`config.mk`:
```
export PLATFORM = sky130hd
export DESIGN_NAME = mips_multicycle_controller
export DESIGN_NICKNAME = d
export VERILOG_FILES = /design/src/rtl/mips_multicycle_controller.sv
export SDC_FILE = /design/constraint.sdc
export NUM_CORES = 1
export LEC_CHECK = 0
export CORE_UTILIZATION = 40
export CTS_CLUSTER_DIAMETER = 150
export DETAILED_ROUTE_END_ITERATION = 8
export PLACE_DENSITY = 0.9
export SYNTH_ARGS = -nofsm -noshare
export SYNTH_HDL_FRONTEND = slang
export SYNTH_SLANG_ARGS = --single-unit
```
`constraint.sdc`:
```
create_clock -name clk -period 2.16 [get_ports clk]
set_input_delay 0.324 -clock clk [delete_from_list [all_inputs] [get_ports clk]]
set_output_delay 0.324 -clock clk [all_outputs]
set_load 0.05 [all_outputs]
```
`src/rtl/mips_multicycle_controller.sv`:
```
// rtl/mips_multicycle_controller.sv - multicycle MIPS control FSM (optional jal/jr via MC_JAL_JR_EN)
module mips_multicycle_controller (
  input  logic       clk,
  input  logic       rst,
  input  logic [5:0] OpCode,
  input  logic [5:0] Func,
  input  logic       Zero,
  output logic       PCLoad,
  output logic       IorD,
  output logic       MemRead,
  output logic       MemWrite,
  output logic       IRWrite,
  output logic [1:0] RegDst,
  output logic [1:0] MemToReg,
  output logic       RegWrite,
  output logic       AluSrcA,
  output logic [1:0] AluSrcB,
  output logic [2:0] AluOperation,
  output logic [1:0] PCSrc,
  output logic       Illegal,
  output logic       InstrDone
);

  localparam logic [5:0] OP_RTYPE = 6'b000000;
  localparam logic [5:0] OP_LW    = 6'b100011;
  localparam logic [5:0] OP_SW    = 6'b101011;
  localparam logic [5:0] OP_BEQ   = 6'b000100;
  localparam logic [5:0] OP_ADDI  = 6'b001000;
  localparam logic [5:0] OP_SLTI  = 6'b001010;
  localparam logic [5:0] OP_J     = 6'b000010;
  localparam logic [5:0] OP_JAL   = 6'b000011;

  localparam logic [5:0] FN_ADD   = 6'b100000;
  localparam logic [5:0] FN_SUB   = 6'b100010;
  localparam logic [5:0] FN_AND   = 6'b100100;
  localparam logic [5:0] FN_OR    = 6'b100101;
  localparam logic [5:0] FN_SLT   = 6'b101010;
  localparam logic [5:0] FN_JR    = 6'b001000;

  localparam logic [2:0] ALU_AND  = 3'b000;
  localparam logic [2:0] ALU_OR   = 3'b001;
  localparam logic [2:0] ALU_ADD  = 3'b010;
  localparam logic [2:0] ALU_SUB  = 3'b110;
  localparam logic [2:0] ALU_SLT  = 3'b111;

  typedef enum logic [3:0] {
    S_FETCH     = 4'd0,
    S_DECODE    = 4'd1,
    S_MEM_ADDR  = 4'd2,
    S_MEM_READ  = 4'd3,
    S_MEM_WB    = 4'd4,
    S_MEM_WRITE = 4'd5,
    S_R_EXEC    = 4'd6,
    S_R_WB      = 4'd7,
    S_I_EXEC    = 4'd8,
    S_I_WB      = 4'd9,
    S_BRANCH    = 4'd10,
`ifdef MC_JAL_JR_EN
    S_JAL       = 4'd12,
    S_JR        = 4'd13,
`endif
    S_JUMP      = 4'd11
  } state_t;

  state_t r_state;
  // Remembers lw vs sw from DECODE so MEM_ADDR does not depend on OpCode.
  logic   r_is_lw;

  state_t w_dec_next;
  logic   w_dec_illegal;
  logic   w_func_alu_ok;

  // Maps an R-type Func to its ALU operation code.
  function automatic logic [2:0] f_func_alu(input logic [5:0] f);
    case (f)
      FN_ADD:  f_func_alu = ALU_ADD;
      FN_SUB:  f_func_alu = ALU_SUB;
      FN_AND:  f_func_alu = ALU_AND;
      FN_OR:   f_func_alu = ALU_OR;
      FN_SLT:  f_func_alu = ALU_SLT;
      default: f_func_alu = ALU_ADD;
    endcase
  endfunction

  // Classifies the instruction in DECODE: next state plus illegal flag.
  always_comb begin
    w_func_alu_ok = (Func == FN_ADD) || (Func == FN_SUB) || (Func == FN_AND) ||
                    (Func == FN_OR)  || (Func == FN_SLT);
    w_dec_next    = S_FETCH;
    w_dec_illegal = 1'b0;
    case (OpCode)
      OP_RTYPE: begin
`ifdef MC_JAL_JR_EN
        if (Func == FN_JR) begin
          w_dec_next = S_JR;
        end else
`endif
        if (w_func_alu_ok) begin
          w_dec_next = S_R_EXEC;
        end else begin
          w_dec_illegal = 1'b1;
        end
      end
      OP_LW, OP_SW:    w_dec_next = S_MEM_ADDR;
      OP_BEQ:          w_dec_next = S_BRANCH;
      OP_ADDI, OP_SLTI: w_dec_next = S_I_EXEC;
      OP_J:            w_dec_next = S_JUMP;
`ifdef MC_JAL_JR_EN
      OP_JAL:          w_dec_next = S_JAL;
`endif
      default:         w_dec_illegal = 1'b1;
    endcase
  end

  // State register: reset lands in FETCH, every terminal state returns to FETCH.
  always_ff @(posedge clk or posedge rst) begin
    if (rst) begin
      r_state <= S_FETCH;
      r_is_lw <= 1'b0;
    end else begin
      case (r_state)
        S_FETCH:     r_state <= S_DECODE;
        S_DECODE: begin
          r_state <= w_dec_next;
          r_is_lw <= (OpCode == OP_LW);
        end
        S_MEM_ADDR:  r_state <= r_is_lw ? S_MEM_READ : S_MEM_WRITE;
        S_MEM_READ:  r_state <= S_MEM_WB;
        S_R_EXEC:    r_state <= S_R_WB;
        S_I_EXEC:    r_state <= S_I_WB;
        default:     r_state <= S_FETCH;
      endcase
    end
  end

  // Output decode from state; everything held low while reset is asserted.
  always_comb begin
    PCLoad       = 1'b0;
    IorD         = 1'b0;
    MemRead      = 1'b0;
    MemWrite     = 1'b0;
    IRWrite      = 1'b0;
    RegDst       = 2'b00;
    MemToReg     = 2'b00;
    RegWrite     = 1'b0;
    AluSrcA      = 1'b0;
    AluSrcB      = 2'b00;
    AluOperation = 3'b000;
    PCSrc        = 2'b00;
    Illegal      = 1'b0;
    InstrDone    = 1'b0;
    if (!rst) begin
      case (r_state)
        S_FETCH: begin
          MemRead      = 1'b1;
          IRWrite      = 1'b1;
          AluSrcB      = 2'b01;
          AluOperation = ALU_ADD;
          PCSrc        = 2'b00;
          PCLoad       = 1'b1;
        end
        S_DECODE: begin
          AluSrcB      = 2'b11;
          AluOperation = ALU_ADD;
          Illegal      = w_dec_illegal;
          InstrDone    = w_dec_illegal;
        end
        S_MEM_ADDR: begin
          AluSrcA      = 1'b1;
          AluSrcB      = 2'b10;
          AluOperation = ALU_ADD;
        end
        S_MEM_READ: begin
          IorD         = 1'b1;
          MemRead      = 1'b1;
        end
        S_MEM_WB: begin
          MemToReg     = 2'b01;
          RegWrite     = 1'b1;
          InstrDone    = 1'b1;
        end
        S_MEM_WRITE: begin
          IorD         = 1'b1;
          MemWrite     = 1'b1;
          InstrDone    = 1'b1;
        end
        S_R_EXEC: begin
          AluSrcA      = 1'b1;
          AluSrcB      = 2'b00;
          AluOperation = f_func_alu(Func);
        end
        S_R_WB: begin
          RegDst       = 2'b01;
          RegWrite     = 1'b1;
          InstrDone    = 1'b1;
        end
        S_I_EXEC: begin
          AluSrcA      = 1'b1;
          AluSrcB      = 2'b10;
          AluOperation = (OpCode == OP_SLTI) ? ALU_SLT : ALU_ADD;
        end
        S_I_WB: begin
          RegWrite     = 1'b1;
          InstrDone    = 1'b1;
        end
        S_BRANCH: begin
          AluSrcA      = 1'b1;
          AluSrcB      = 2'b00;
          AluOperation = ALU_SUB;
          PCSrc        = 2'b01;
          PCLoad       = Zero;
          InstrDone    = 1'b1;
        end
        S_JUMP: begin
          PCSrc        = 2'b10;
          PCLoad       = 1'b1;
          InstrDone    = 1'b1;
        end
`ifdef MC_JAL_JR_EN
        S_JAL: begin
          RegDst       = 2'b10;
          MemToReg     = 2'b10;
          RegWrite     = 1'b1;
          PCSrc        = 2'b10;
          PCLoad       = 1'b1;
          InstrDone    = 1'b1;
        end
        S_JR: begin
          PCSrc        = 2'b11;
          PCLoad       = 1'b1;
          InstrDone    = 1'b1;
        end
`endif
        default: ;
      endcase
    end
  end

endmodule

```
### Word-level counts from Yosys, hierarchy flattened

Index checks and enable logic that the tools add are counted.

* register bits: 5
* input bits: 15
* output and inout port bits: 20
* word-level logic and storage cells: 77

* eq/ne operators: 22
* multiplexer cells: 36
* reductions and logical operators: 17

Operators with widths (number)
* $eq A6 B6 Y1 const B: 7
* $pmux W3 S4: 2
* $pmux W4 S6: 1
* $mux W1: 21
* $pmux W4 S5: 1
* $eq A4 B3 Y1 const B: 4
* $eq A4 B4 Y1 const B: 4
* $eq A6 B4 Y1 const B: 2
* $mux W3: 4
* $reduce_or A2 Y1: 6
* $reduce_or A6 Y1: 2
* $eq A4 B2 Y1 const B: 2
* $eq A6 B2 Y1 const B: 1
* $eq A6 B3 Y1 const B: 1
* $logic_not A6 Y1: 1
* $pmux W1 S2: 3
* $pmux W2 S3: 1
* $reduce_or A3 Y1: 2
* $eq A4 B1 Y1 const B: 1
* $logic_not A4 Y1: 1
* $logic_or A1 B1 Y1: 4
* $mux W2: 2
* $pmux W2 S2: 1
* $reduce_or A4 Y1: 1

### Logic depth before layout (Yosys ltp)

* depth in word-level cells: 9
* depth in mapped cells: 6
* mapped depth without buffers: 4

### Worst setup path after synthesis

No wires, ideal clock.

* path type: register to output
* start: register r_state[1]
* end: output port AluSrcB[1]
* arrival: 2.285 ns
* data required time: 1.836 ns
* setup slack: -0.449 ns
* stages on the path, launching flop included: 6
* buffers on the path: 2
* cell sequence: dfrtp_1 -> buf_4 -> buf_2 -> xor2_1 -> nor2_1 -> nor4_1

* longest elaborated chain between the ends: 4
* elaborated cells on any way between the ends: 7
* classes of those cells: eq/ne (3); mux (2); reduce/logical (2)

RTL lines
* from (decl): line 65 `state_t r_state;`
* from (signal assigned): line 124 `r_state <= w_dec_next;`
* from (signal assigned): line 127 `S_MEM_ADDR: r_state <= r_is_lw ? S_MEM_READ : S_MEM_WRITE;`
* $eq A4 B4 Y1 / $eq A4 B2 Y1 (equally long branches): line 153 `case (r_state)`
* $reduce_or A2 Y1 (no source line)
* $pmux W2 S3 (*): line 153
* $mux W2 (*): line 152 `if (!rst) begin`
* to (decl): line 17 `output logic [1:0] AluSrcB,`

Mark *: on every way between the ends. The rest lies on a longest branch, timed or not.

### Worst setup path in the final report

* start: register r_state[3]
* end: output port AluOperation[0]

* longest elaborated chain between the ends: 4
* elaborated cells on any way between the ends: 9
* classes of those cells: eq/ne (5); mux (2); reduce/logical (2)

RTL lines
* $eq A4 B1 Y1 (tied with other cells): line 153
* $reduce_or A3 Y1 (no source line)
* $pmux W3 S4 (*): line 153
* $mux W3 (*): line 152
* to (decl): line 18 `output logic [2:0] AluOperation,`

Marked as above.

==> metrics list <==
- Setup repair after global routing could not meet its margin everywhere.
- Classification of the worst setup path: reg -> out
- Total die area: just over 2000 µm²
* Effective utilization at floorplan: 42.97%
- The finished cells cover 1479 µm².
* Number of buffers added to fix hold violations after cts: 0
- Fraction of layout cells with a size suffix above 1: between 40% and 50%
* Clock Root Buffer: clkbuf_4
- Routability congestion estimate from global placement: between 0.9 and 1
- CTS tree: done
* Failing checks: setup timing
- For this run, the top clock speed supported by timing is roughly 0.46 GHz.
* Number of synthesized flops with an enable pin: 0
- For met3 alone, demand over resource in global routing was under 10%.
- In this run, placement finished with an instance count of 168.
- For this run the aggregate overflow at the end of global routing stands at 0.
- The worst setup path is launched from a flop.
- First-pass iteration count of the detailed router: 4
* Number of DRC markers in iteration 0: 42
- Detailed placement finished with a half-perimeter wire length of 2142 µm.
* Die Y: 45.07 µm
* Utilization after layout: 85.65%
- Total negative slack for setup checks: -32.61 ps
* Maximum clock path buffer count: 2
* Origin of the worst setup path: r_state[3]$_DFF_PP0_
- Clock skew: about 8.3 ps
- RR Startpoint: r_state[2]$_DFF_PP0_
- Data on the critical path arrives at its endpoint at 1870 ps.
* Via density per instance: 5.960
* Run status: finished, violations left
- Horizontal die dimension: 45.07 µm
- In this run the most used layer during global routing was met2.
* Growth of design area from synthesis to finish: 99.33%
- Antenna Diode Count: 0
* Post-synthesis cell count: about 100
- Final standard cell count with taps included and fillers excluded: 176
* # IOs: 35
- Via count of the first global-routing pass: 997
* Data required time at the worst endpoint: 1840 ps
- Maximum VDD drop: 711.6 µV
- Clock latency on the worst-skew pair, taken at its later pin, is 250 ps.
* Reported leakage power: 0.6103 nW
- Slowest cell delay on critical path: 400 ps
* Detailed Route WL: 2916 µm
- The multi-input combinational cells in the finished layout cover a total of 626.9 µm².
- The floorplan has 15 rows.
* Number of levels the H-tree was split into: 1
- Together, buffers and inverters on the worst path number 1.
- CP Cell Sequence: or2b_4 -> nor3_4 -> nand4_1 -> a21oi_2 -> buf_12
- In this run the cell area measured after placement is 1363 µm².
* Area of all sequential standard cells: 128.9 µm²
- Post-layout net count: around 170
* Most used flip-flop cell after synthesis: dfrtp_1
- First-pass GRT wire length: 4781 µm
* Crit end category: output pin
- Capture instance of the worst register-to-register path: r_state[2]$_DFF_PP0_
- Proportion of register bits with asynchronous set or reset after synthesis: 100.0%
- Counting I/O delays and the setup requirement, the final critical path takes approximately 2200 ps.
- Count of unresolved DRC violations after routing: 0
* Post-synthesis instance area: 742.0 µm²
- Top delay family on crit path: simple AND/OR/NAND/NOR gates
- Across every metal layer, demand over resource in global routing totals about a third.
- Power per cell area: about 710 nW/µm²
* Reg2Reg Depth: 4
- The initial antenna violation count came to 0.
* Number of vias after detailed routing: 1049
- HP Class: in -> async
- Along the worst path, the maximum fanout reaches 5.
- In this run the remaining antenna-violating nets after routing total 0.
- A synthesized cell averages 7.204 µm².
- Final Hold Viols: 0
- For this design, the slowest cell found on the critical path is dfrtp_2.
* Period Utilization, post-route: 101.5%
* Sink Count: 5
* Final worst slack: -32.61 ps
- TritonCTS created 3 clock buffers.
- Largest net degree at the start of global routing: 12
* Met2 usage in global routing: 56.52%
- Summing the sequential cell areas from Yosys gives 16.86% of the chip area.
* Number of warning messages in the yosys log: 0
* Number of inserted filler cells in the final layout: 100
- The max-slew violation count came to 0.
* Post-synthesis cell type count: 42
* Number of synthesized register bits: 5
* Clock-pin slew on the worst setup and hold paths: approximately 50 ps
- Across the run, the number of max-cap violations was 0.
- The region available for standard cell placement spans around 1700 µm².
- Met1 demand-to-capacity share in global routing: 37.19%
- Worst setup slack for register-to-register paths: 500 ps
- WL/cell: 16.57 µm
- Setup violations remaining at the end of the flow were counted as 1.
* Count of buffers from port buffering: 32
## where the power goes
part	internal [W]	switching, W	total (W)	leakage, nW
logic	0.000375	0.000428	0.000802	0.532
clock network	0.0000700	0.0000410	0.000111	0.0150
registers	0.000112	0.0000310	0.000143	0.0630
## stage by stage
stage	power [W]	hold WS, ps	setup WS (ps)
floorplan	0.0005427	258.2	-93.32
global placement	0.0008426	495.3	-75.99
detailed placement	0.0008673	497.8	-153.7
CTS	0.0009953	485.6	2.028
global route	0.001110	522.1	-83.54
finish	0.001056	518.6	-32.61
## per-layer routing
layer | vias to the layer above | part of all wire (%)
li1 | 483 | -
met1 | 489 | 38
met2 | 65 | 53
met3 | 12 | 5.3
met4 | 0 | 3.8
met5 | - | 0
## flip-flops by register name (all words and copies together), names as in the netlist
signal   cells
r_is_lw      1
r_state      4
## cell type report
| cell class | count | area share (%) |
|---|---|---|
| sequential | 5 | 8.714 |
| tap | 25 | 2.115 |
| clock buffer | 4 | 1.777 |
| inverter | 2 | 0.5076 |
| multi-input combinational | 87 | 42.39 |
| timing repair buffer | 53 | 44.50 |
## logic make-up (layout without fill, tap and decap cells)
logic type	after synthesis	in the layout	synth area share, %
AO/OA/AOI/OAI	22	22	20.24
multiplexers	1	1	1.349
buffers and inverters	12	59	10.62
AND/OR/NAND/NOR	58	58	45.70
other	1	2	0.5054
flip-flops	5	5	16.86
XOR/XNOR	4	4	4.723
## worst max path at each step
stage,end,slack (ps),cells after the start
CTS,AluOperation[0],2,6
floorplan,PCLoad,-90,5
global placement,InstrDone,-80,6
detailed placement,InstrDone,-150,7
global route,InstrDone,-80,5
finish,AluOperation[0],-30,5
## synthesized netlist by cell type, types with 2 or more instances
master,instances,area (µm²)
nand3_1,4,20.02
nor2_1,17,63.81
nor4_1,3,18.77
dfrtp_1,5,125.1
buf_4,4,30.03
nor4b_1,2,17.52
inv_1,2,7.510
o31a_2,2,20.02
buf_6,2,22.52
nand2b_1,3,18.77
nor3_1,7,35.03
a21oi_1,6,30.03
or2b_2,2,17.52
nor3b_1,2,15.01
and2b_2,2,17.52
nand4_1,2,12.51
nand2_1,6,22.52
buf_2,2,10.01
o21ai_0,5,25.02
xnor2_1,2,17.52
xor2_1,2,17.52
## timing repair
action                                  4_1_cts  5_1_grt
resized for setup                            12        8
pin swaps                                     5        5
endpoints found under the setup margin        4        7
setup buffers                                 0        4
## cells in the final DEF (no fill, tap or decap), types with 3 or more instances in the layout
master	Yosys	final
buf_4	4	20
buf_12	0	18
nor2_1	17	17
clkdlybuf4s50_1	0	8
nand2_1	6	6
a21oi_1	6	5
dlygate4sd2_1	0	5
nand3_1	4	4
o21ai_0	5	4
nor3_1	7	4
nand2b_1	3	3
clkbuf_4	0	3
dfrtp_2	0	3
## tightest hold or removal path: stages
cell and delay [ps]:
dlygate4sd2_1 270, buf_4 180, inv_1 140, buf_4 180
Power figures use the tool's default switching activity.
